[config.mk]
export PLATFORM = sky130hd
export DESIGN_NAME = controle_inimigo_flat
export DESIGN_NICKNAME = d
export VERILOG_FILES = /design/src/rtl/controle_inimigo_if.sv /design/src/rtl/controle_inimigo.sv /design/src/flat_wrapper.sv
export SDC_FILE = /design/constraint.sdc
export NUM_CORES = 1
export LEC_CHECK = 0
export BUFFER_PORTS_ARGS = -buffer_cell sky130_fd_sc_hd__buf_4
export CAP_MARGIN = 20
export CORE_MARGIN = 4
export CORE_UTILIZATION = 57
export CTS_CLUSTER_DIAMETER = 100
export DETAILED_ROUTE_END_ITERATION = 10
export GPL_ROUTABILITY_DRIVEN = 0
export GPL_TIMING_DRIVEN = 0
export PLACE_DENSITY = 0.89
export SLEW_MARGIN = 20
export SYNTH_ARGS = -nofsm -noshare
export SYNTH_HDL_FRONTEND = slang
export SYNTH_SLANG_ARGS = --single-unit
[constraint.sdc]
create_clock -name CLOCK_50 -period 3.2 [get_ports CLOCK_50]
set_input_delay 0.32 -clock CLOCK_50 [delete_from_list [all_inputs] [get_ports CLOCK_50]]
set_output_delay 0.32 -clock CLOCK_50 [all_outputs]
set_load 0.005 [all_outputs]
[src/rtl/controle_inimigo_if.sv]
// Bus between the enemy controller and its game-side neighbours.
// Inputs: frame_tick/ativo/acerto/acerto_nave.
// Outputs: enemy and enemy-ball coordinates plus status.
// The game side (or a bench) takes the master modport.
// The controller takes the slave modport.
interface controle_inimigo_if;
   logic       frame_tick;
   logic       ativo;
   logic       acerto;
   logic       acerto_nave;
   logic [9:0] x_inimigo;
   logic [9:0] y_inimigo;
   logic       inimigo_vivo;
   logic [9:0] x_bola_inimiga;
   logic [9:0] y_bola_inimiga;
   logic       tiro_ativo;
   logic       invadiu;
   logic [7:0] pontos;

   modport master (
      output frame_tick, ativo, acerto, acerto_nave,
      input  x_inimigo, y_inimigo, inimigo_vivo,
      input  x_bola_inimiga, y_bola_inimiga, tiro_ativo, invadiu, pontos
   );

   modport slave (
      input  frame_tick, ativo, acerto, acerto_nave,
      output x_inimigo, y_inimigo, inimigo_vivo,
      output x_bola_inimiga, y_bola_inimiga, tiro_ativo, invadiu, pontos
   );
endinterface

[src/rtl/controle_inimigo.sv]
// Frame-rate scheduler for the enemy sprite and its ball.
// It handles march, edge bounce and descent, kill and respawn, and shot spawn and travel.
// Optional macro ACELERACAO_EN: when defined, each kill shortens the move divider by one frame.
// The divider never drops below 1 frame.
// All outputs come straight from registers.
module controle_inimigo #(
   parameter int LARGURA_TELA   = 640,
   parameter int ALTURA_TELA    = 480,
   parameter int LARGURA_SPRITE = 33,
   parameter int ALTURA_SPRITE  = 24,
   parameter int X_INICIAL      = 0,
   parameter int Y_INICIAL      = 32,
   parameter int PASSO_X        = 4,
   parameter int PASSO_Y        = 16,
   parameter int DIV_MOV        = 8,
   parameter int LIMITE_Y       = 400,
   parameter int RESPAWN        = 30,
   parameter int COOLDOWN_TIRO  = 60,
   parameter int VEL_TIRO       = 4
) (
   input  logic                 CLOCK_50,
   input  logic                 reset,
   controle_inimigo_if.slave    bus
);

   localparam int DW = $clog2(DIV_MOV + 1);
   localparam int RW = $clog2(RESPAWN + 1);
   localparam int CW = $clog2(COOLDOWN_TIRO + 1);

   typedef enum logic [1:0] {PARADO, MOVENDO, MORTO, INVADIU} estado_t;

   estado_t         estado_q;
   logic [9:0]      x_q, y_q, xb_q, yb_q;
   logic            dir_q;          // 1 = moving right
   logic            vivo_q, tiro_q, invadiu_q;
   logic [7:0]      pontos_q;
   logic [DW-1:0]   div_q;
   logic [RW-1:0]   resp_q;
   logic [CW-1:0]   cd_q;
   logic [DW-1:0]   div_eff;

`ifdef ACELERACAO_EN
   logic [DW-1:0]   div_eff_q;
   assign div_eff = div_eff_q;
`else
   assign div_eff = DW'(DIV_MOV);
`endif

   logic            passo_d, na_borda_d, invade_d, spawn_d, tiro_roda_d, invadindo_d;
   logic [DW-1:0]   div_d;
   logic [9:0]      x_d;
   logic [10:0]     y_desc_d, yb_prox_d;

   // Step timing, edge detection and shot conditions for the current cycle.
   always_comb begin
      passo_d     = (div_q >= div_eff - 1'b1);
      div_d       = passo_d ? '0 : div_q + 1'b1;
      na_borda_d  = dir_q ? (({1'b0, x_q} + 11'(PASSO_X) + 11'(LARGURA_SPRITE)) > 11'(LARGURA_TELA))
                          : (x_q < 10'(PASSO_X));
      x_d         = dir_q ? x_q + 10'(PASSO_X) : x_q - 10'(PASSO_X);
      y_desc_d    = {1'b0, y_q} + 11'(PASSO_Y);
      invade_d    = (y_desc_d >= 11'(LIMITE_Y));
      // Descent that crosses the limit on this tick; suppresses any shot.
      invadindo_d = (estado_q == MOVENDO) && bus.ativo && !bus.acerto && bus.frame_tick &&
                    passo_d && na_borda_d && invade_d;
      tiro_roda_d = bus.ativo && ((estado_q == MOVENDO) || (estado_q == MORTO));
      // The spawn uses the pre-step enemy position when a step lands on the same tick.
      spawn_d     = tiro_roda_d && bus.frame_tick && (estado_q == MOVENDO) &&
                    (cd_q == '0) && vivo_q && !tiro_q;
      yb_prox_d   = {1'b0, yb_q} + 11'(VEL_TIRO);
   end

   // Enemy FSM plus shot state; later assignments in this block take priority.
   always_ff @(posedge CLOCK_50) begin
      if (reset) begin
         estado_q  <= PARADO;
         x_q       <= 10'(X_INICIAL);
         y_q       <= 10'(Y_INICIAL);
         dir_q     <= 1'b1;
         vivo_q    <= 1'b1;
         xb_q      <= '0;
         yb_q      <= '0;
         tiro_q    <= 1'b0;
         invadiu_q <= 1'b0;
         pontos_q  <= '0;
         div_q     <= '0;
         resp_q    <= '0;
         cd_q      <= CW'(COOLDOWN_TIRO);
`ifdef ACELERACAO_EN
         div_eff_q <= DW'(DIV_MOV);
`endif
      end else begin
         case (estado_q)
            PARADO: begin
               if (bus.ativo) estado_q <= MOVENDO;
            end
            MOVENDO: begin
               if (!bus.ativo) begin
                  estado_q <= PARADO;
               end else if (bus.acerto) begin
                  vivo_q   <= 1'b0;
                  resp_q   <= RW'(RESPAWN);
                  estado_q <= MORTO;
                  if (pontos_q != 8'hFF) pontos_q <= pontos_q + 8'd1;
`ifdef ACELERACAO_EN
                  if (div_eff_q > DW'(1)) div_eff_q <= div_eff_q - 1'b1;
`endif
               end else if (bus.frame_tick) begin
                  div_q <= div_d;
                  if (passo_d) begin
                     if (na_borda_d) begin
                        y_q   <= y_desc_d[9:0];
                        dir_q <= ~dir_q;
                        if (invade_d) begin
                           estado_q  <= INVADIU;
                           invadiu_q <= 1'b1;
                        end
                     end else begin
                        x_q <= x_d;
                     end
                  end
               end
            end
            MORTO: begin
               if (bus.ativo && bus.frame_tick) begin
                  if (resp_q <= RW'(1)) begin
                     resp_q   <= '0;
                     x_q      <= 10'(X_INICIAL);
                     y_q      <= 10'(Y_INICIAL);
                     dir_q    <= 1'b1;
                     div_q    <= '0;
                     vivo_q   <= 1'b1;
                     estado_q <= MOVENDO;
                  end else begin
                     resp_q <= resp_q - 1'b1;
                  end
               end
            end
            default: ;  // INVADIU is terminal
         endcase

         if (tiro_roda_d) begin
            if (bus.frame_tick) begin
               if (spawn_d) begin
                  cd_q   <= CW'(COOLDOWN_TIRO);
                  xb_q   <= x_q + 10'(LARGURA_SPRITE / 2);
                  yb_q   <= y_q + 10'(ALTURA_SPRITE);
                  tiro_q <= 1'b1;
               end else begin
                  if (cd_q != '0) cd_q <= cd_q - 1'b1;
                  if (tiro_q) begin
                     if (yb_prox_d >= 11'(ALTURA_TELA)) tiro_q <= 1'b0;
                     else                              yb_q   <= yb_prox_d[9:0];
                  end
               end
            end
            if (bus.acerto_nave && tiro_q) tiro_q <= 1'b0;
         end

         if (invadindo_d) tiro_q <= 1'b0;
      end
   end

   assign bus.x_inimigo      = x_q;
   assign bus.y_inimigo      = y_q;
   assign bus.inimigo_vivo   = vivo_q;
   assign bus.x_bola_inimiga = xb_q;
   assign bus.y_bola_inimiga = yb_q;
   assign bus.tiro_ativo     = tiro_q;
   assign bus.invadiu        = invadiu_q;
   assign bus.pontos         = pontos_q;

endmodule

[src/flat_wrapper.sv]
// flat-port wrapper written by rule: the top's interface ports become plain ports
module controle_inimigo_flat 
#(
   parameter int LARGURA_TELA   = 640,
   parameter int ALTURA_TELA    = 480,
   parameter int LARGURA_SPRITE = 33,
   parameter int ALTURA_SPRITE  = 24,
   parameter int X_INICIAL      = 0,
   parameter int Y_INICIAL      = 32,
   parameter int PASSO_X        = 4,
   parameter int PASSO_Y        = 16,
   parameter int DIV_MOV        = 8,
   parameter int LIMITE_Y       = 400,
   parameter int RESPAWN        = 30,
   parameter int COOLDOWN_TIRO  = 60,
   parameter int VEL_TIRO       = 4
)
  (CLOCK_50, reset, bus_frame_tick, bus_ativo, bus_acerto, bus_acerto_nave, bus_x_inimigo, bus_y_inimigo, bus_inimigo_vivo, bus_x_bola_inimiga, bus_y_bola_inimiga, bus_tiro_ativo, bus_invadiu, bus_pontos);
  controle_inimigo_if bus_i ();
  input  logic CLOCK_50;
  input  logic reset;
  input wire logic [$bits(bus_i.frame_tick)-1:0] bus_frame_tick;
  input wire logic [$bits(bus_i.ativo)-1:0] bus_ativo;
  input wire logic [$bits(bus_i.acerto)-1:0] bus_acerto;
  input wire logic [$bits(bus_i.acerto_nave)-1:0] bus_acerto_nave;
  output wire logic [$bits(bus_i.x_inimigo)-1:0] bus_x_inimigo;
  output wire logic [$bits(bus_i.y_inimigo)-1:0] bus_y_inimigo;
  output wire logic [$bits(bus_i.inimigo_vivo)-1:0] bus_inimigo_vivo;
  output wire logic [$bits(bus_i.x_bola_inimiga)-1:0] bus_x_bola_inimiga;
  output wire logic [$bits(bus_i.y_bola_inimiga)-1:0] bus_y_bola_inimiga;
  output wire logic [$bits(bus_i.tiro_ativo)-1:0] bus_tiro_ativo;
  output wire logic [$bits(bus_i.invadiu)-1:0] bus_invadiu;
  output wire logic [$bits(bus_i.pontos)-1:0] bus_pontos;
  assign bus_i.frame_tick = bus_frame_tick;
  assign bus_i.ativo = bus_ativo;
  assign bus_i.acerto = bus_acerto;
  assign bus_i.acerto_nave = bus_acerto_nave;
  assign bus_x_inimigo = bus_i.x_inimigo;
  assign bus_y_inimigo = bus_i.y_inimigo;
  assign bus_inimigo_vivo = bus_i.inimigo_vivo;
  assign bus_x_bola_inimiga = bus_i.x_bola_inimiga;
  assign bus_y_bola_inimiga = bus_i.y_bola_inimiga;
  assign bus_tiro_ativo = bus_i.tiro_ativo;
  assign bus_invadiu = bus_i.invadiu;
  assign bus_pontos = bus_i.pontos;
  controle_inimigo #(.LARGURA_TELA(LARGURA_TELA), .ALTURA_TELA(ALTURA_TELA), .LARGURA_SPRITE(LARGURA_SPRITE), .ALTURA_SPRITE(ALTURA_SPRITE), .X_INICIAL(X_INICIAL), .Y_INICIAL(Y_INICIAL), .PASSO_X(PASSO_X), .PASSO_Y(PASSO_Y), .DIV_MOV(DIV_MOV), .LIMITE_Y(LIMITE_Y), .RESPAWN(RESPAWN), .COOLDOWN_TIRO(COOLDOWN_TIRO), .VEL_TIRO(VEL_TIRO)) u_core (.CLOCK_50(CLOCK_50), .reset(reset), .bus(bus_i));
endmodule
==> impl_metrics.csv <==
group,metric,value,unit
sta,setup_tns,0,ns
placement,dp_hpwl,6670,um
die,die_w,87.6,um
sta,slew_viol_final,0,
critical_path,crit_start,"u_core.bus.x_inimigo[5]",
power,power_density,507,nW/um2
layout,multi_input_area,2180,um2
global_route,grt_pass1_vias,3361,
layout,final_cell_area,4250,um2
clock_network,clk_latency,0.35,ns
sta,slew_headroom,0.567,
global_route,grt_usage,0.242,
logic_synthesis,synthCells,444,
clock_network,post_cts_resized,0,
global_route,antenna_found_initial,0,
job,max-cap-violations,0,
layout,num_antenna_cells,0,
drt,vias_per_cell,6.08,
logic_synthesis,avgSynthCellArea,8.14,um2
logic_synthesis,synth-edff-count,0,
drt,vias,3563,
layout,nFillCells,499,
sta,worst_slew_pin_slew,0.646,ns
layout,fin_nets,533,
sta,skew,0.00650,ns
clock_network,clock_path_buffers,2,
critical_path,arrival,3.07,ns
layout,utilization,0.706,
drt,drt-initial-drc-count,259,
sta,period_needed,2.86,ns
layout,seqCellArea,1200,um2
critical_path,required,3.41,ns
clock_network,cts_setup_buffers,0,
die,initial_core_util,0.600,
sta,finalCritPeriodShare,0.894,
clock_network,cts_num_sinks,60,
die,io_pins,57,
critical_path,cp-end-kind,"flip-flop",
logic_synthesis,yosysTopAreaCell,"dfxtp_1",
power,ir_worst_vdd,0.000407,V
global_route,grt_max_degree,11,
placement,place_area,4080,um2
drt,detail-route-antenna-nets,0,
sta,finalHoldViolCount,0,
drt,drtPass1Iterations,5,
logic_synthesis,netlist_area,3620,um2
logic_synthesis,yosysWarningCount,0,
hold_path,hold_class,"primary input to flip-flop",
drt,drt-total-wl,9160,um
logic_synthesis,synth.distinct_cells,64,
clock_network,cts_hold_buffers,0,
drt,route.detailed.drc,0,
sta,max_freq,0.349,GHz
logic_synthesis,synth_ff_type,"dfxtp_1",
drt,routedWlPerCell,15.6,um
critical_path,worstSetupPathType,"flip-flop to flip-flop",
global_route,gr-total-overflow,0,
sta,rsz0062_at_grt,"false",
critical_path,reg2reg_from,"u_core.bus.x_inimigo[5]",
run_status,outcome,"complete, no violations",
critical_path,start_kind,"flip-flop",
clock_network,clk_pin_slew,0.06,ns
global_route,grt_first_pass_wirelength,15000,um
clock_network,cts_tree,"yes",
layout,area_growth,17.6,%
critical_path,path_max_fanout,8,
clock_network,h-tree-depth,3,
die,fp.dieArea,7680,um2
placement,port_buffers,46,
power,p_leak,1.69,nW
clock_network,cts_buffers,9,
die,core_area,6030,um2
power,p_total,0.00216,W
hold_path,hp-start,"bus_acerto_nave",
logic_synthesis,async_flop_share,0,
die,die_y,87.6,um
layout,drive_above_1_share,0.176,
logic_synthesis,synth.top_cell.area_share,0.332,
clock_network,root_buffer,"clkbuf_8",
logic_synthesis,synth_area_leaders,"dfxtp_1 33%, ha_1 6.6%, nor2_1 4.7%, nand2_1 4.0%, a21oi_1 3.7%",
sta,setup_viol_count_final,0,
die,rows,28,
logic_synthesis,synth_seq_cells,60,
logic_synthesis,ys_seq_area_frac,0.332,
-- synth_stat cells (all sizes together), types with 4 or more instances --
master and number:
a211oi 9, dfxtp 60, nand3 25, nor3 15, a31oi 6, xor2 13
a21oi 29, mux2 5, buf 18, xnor2 10, and3 8, nor4 8
clkbuf 17, or3 6, inv 20, nor3b 4, o22a 5, o21ai 16
nand2 40, o211ai 8, nand4 7, nor2 45, ha 19, mux2i 4
or4 4
-- area by class of cell --
cell class,count,share of cell area
inverters,20,0.0177
plain buffers,35,0.0432
clock inverters,3,0.00941
multi-input cells,336,0.513
repair buffers,46,0.0812
well taps,75,0.0221
flip-flops and latches,60,0.282
clock buffers,11,0.0309
-- worst max-delay path: stages (launching register included) --
cell       delay [ns]
dfxtp_1          0.35
clkbuf_1         0.34
inv_1            0.13
ha_1             0.20
nand2_1          0.07
or4b_4           0.49
o32ai_2          0.25
o2111ai_1        0.26
nor4_1           0.51
nor3_1           0.13
-- registers in the layout, summed over array words and instances (netlist names) --
name                       count
u_core.dir_q                   1
u_core.bus.pontos              8
u_core.estado_q                2
u_core.bus.y_inimigo           6
u_core.bus.invadiu             1
u_core.bus.y_bola_inimiga      9
u_core.resp_q                  5
u_core.bus.x_inimigo           8
u_core.bus.inimigo_vivo        1
u_core.bus.tiro_ativo          1
u_core.bus.x_bola_inimiga      8
u_core.div_q                   4
u_core.cd_q                    6
-- routing by layer --
layer | track usage | share of wire | vias to the layer above
met5 | 0 | 0 | -
met4 | 0.113 | 0.021 | 0
met3 | 0.0536 | 0.079 | 28
met2 | 0.408 | 0.48 | 156
met1 | 0.292 | 0.42 | 1670
li1 | - | - | 1709
-- cells by family (layout without fill, tap and decap cells) --
group / count (synthesis) / in the layout / share of synthesized area
flip-flops: 60 / 60 / 0.332
adder cells (fa/ha/maj): 19 / 19 / 0.0657
multiplexers: 9 / 9 / 0.0287
XOR/XNOR: 23 / 23 / 0.0557
buffers and inverters: 55 / 115 / 0.0716
AND/OR/NAND/NOR: 175 / 175 / 0.243
AO/OA/AOI/OAI: 102 / 102 / 0.202
other: 1 / 8 / 0.00104
-- power breakdown --
part | switching (W) | leakage, nW | total, W | internal (W)
clock network | 0.000286 | 0.0890 | 0.000635 | 0.000349
logic | 0.000386 | 1.12 | 0.000651 | 0.000265
registers | 0.0000635 | 0.486 | 0.000870 | 0.000807
total | 0.000736 | 1.69 | 0.00216 | 0.00142
-- path summary, 6_finish.rpt --
path                             endpoint  slack, ns  depth (start not counted)
max                 u_core.bus.tiro_ativo       0.34                          9
min                 u_core.bus.tiro_ativo       0.33                          3
max reg2reg         u_core.bus.tiro_ativo       0.34                          9
min reg2reg  u_core.bus.x_bola_inimiga[2]       0.46                          2
-- through the flow --
stage / instances / hold WS, ns / worst slack [ns]
floorplan: 451 / 0.453 / 0.862
global placement: 572 / 0.445 / 0.612
detailed placement: 572 / 0.450 / 0.473
CTS: 586 / 0.312 / 0.440
global route: 586 / 0.314 / 0.241
finish: 586 / 0.326 / 0.338
-- layout by cell type, fill, tap and decap left out, drive strengths merged, types with 3 or more instances in the layout --
master and instances:
or3 6, o21a 3, ha 19, mux2 5, nor3 15, nor2b 3
a41o 3, xnor2 10, o32ai 3, inv 20, nor3b 4, o22a 5
dfxtp 60, o31ai 3, and2 3, nand3 25, o211ai 8, or4 4
nand3b 3, conb 8, and3 8, a21oi 29, a211oi 9, xor2 13
o21ai 16, nand2 40, nor2 45, clkbuf 28, a31oi 6, nand4 7
mux2i 4, buf 64, nor4 8
Power figures use the tool's default switching activity.
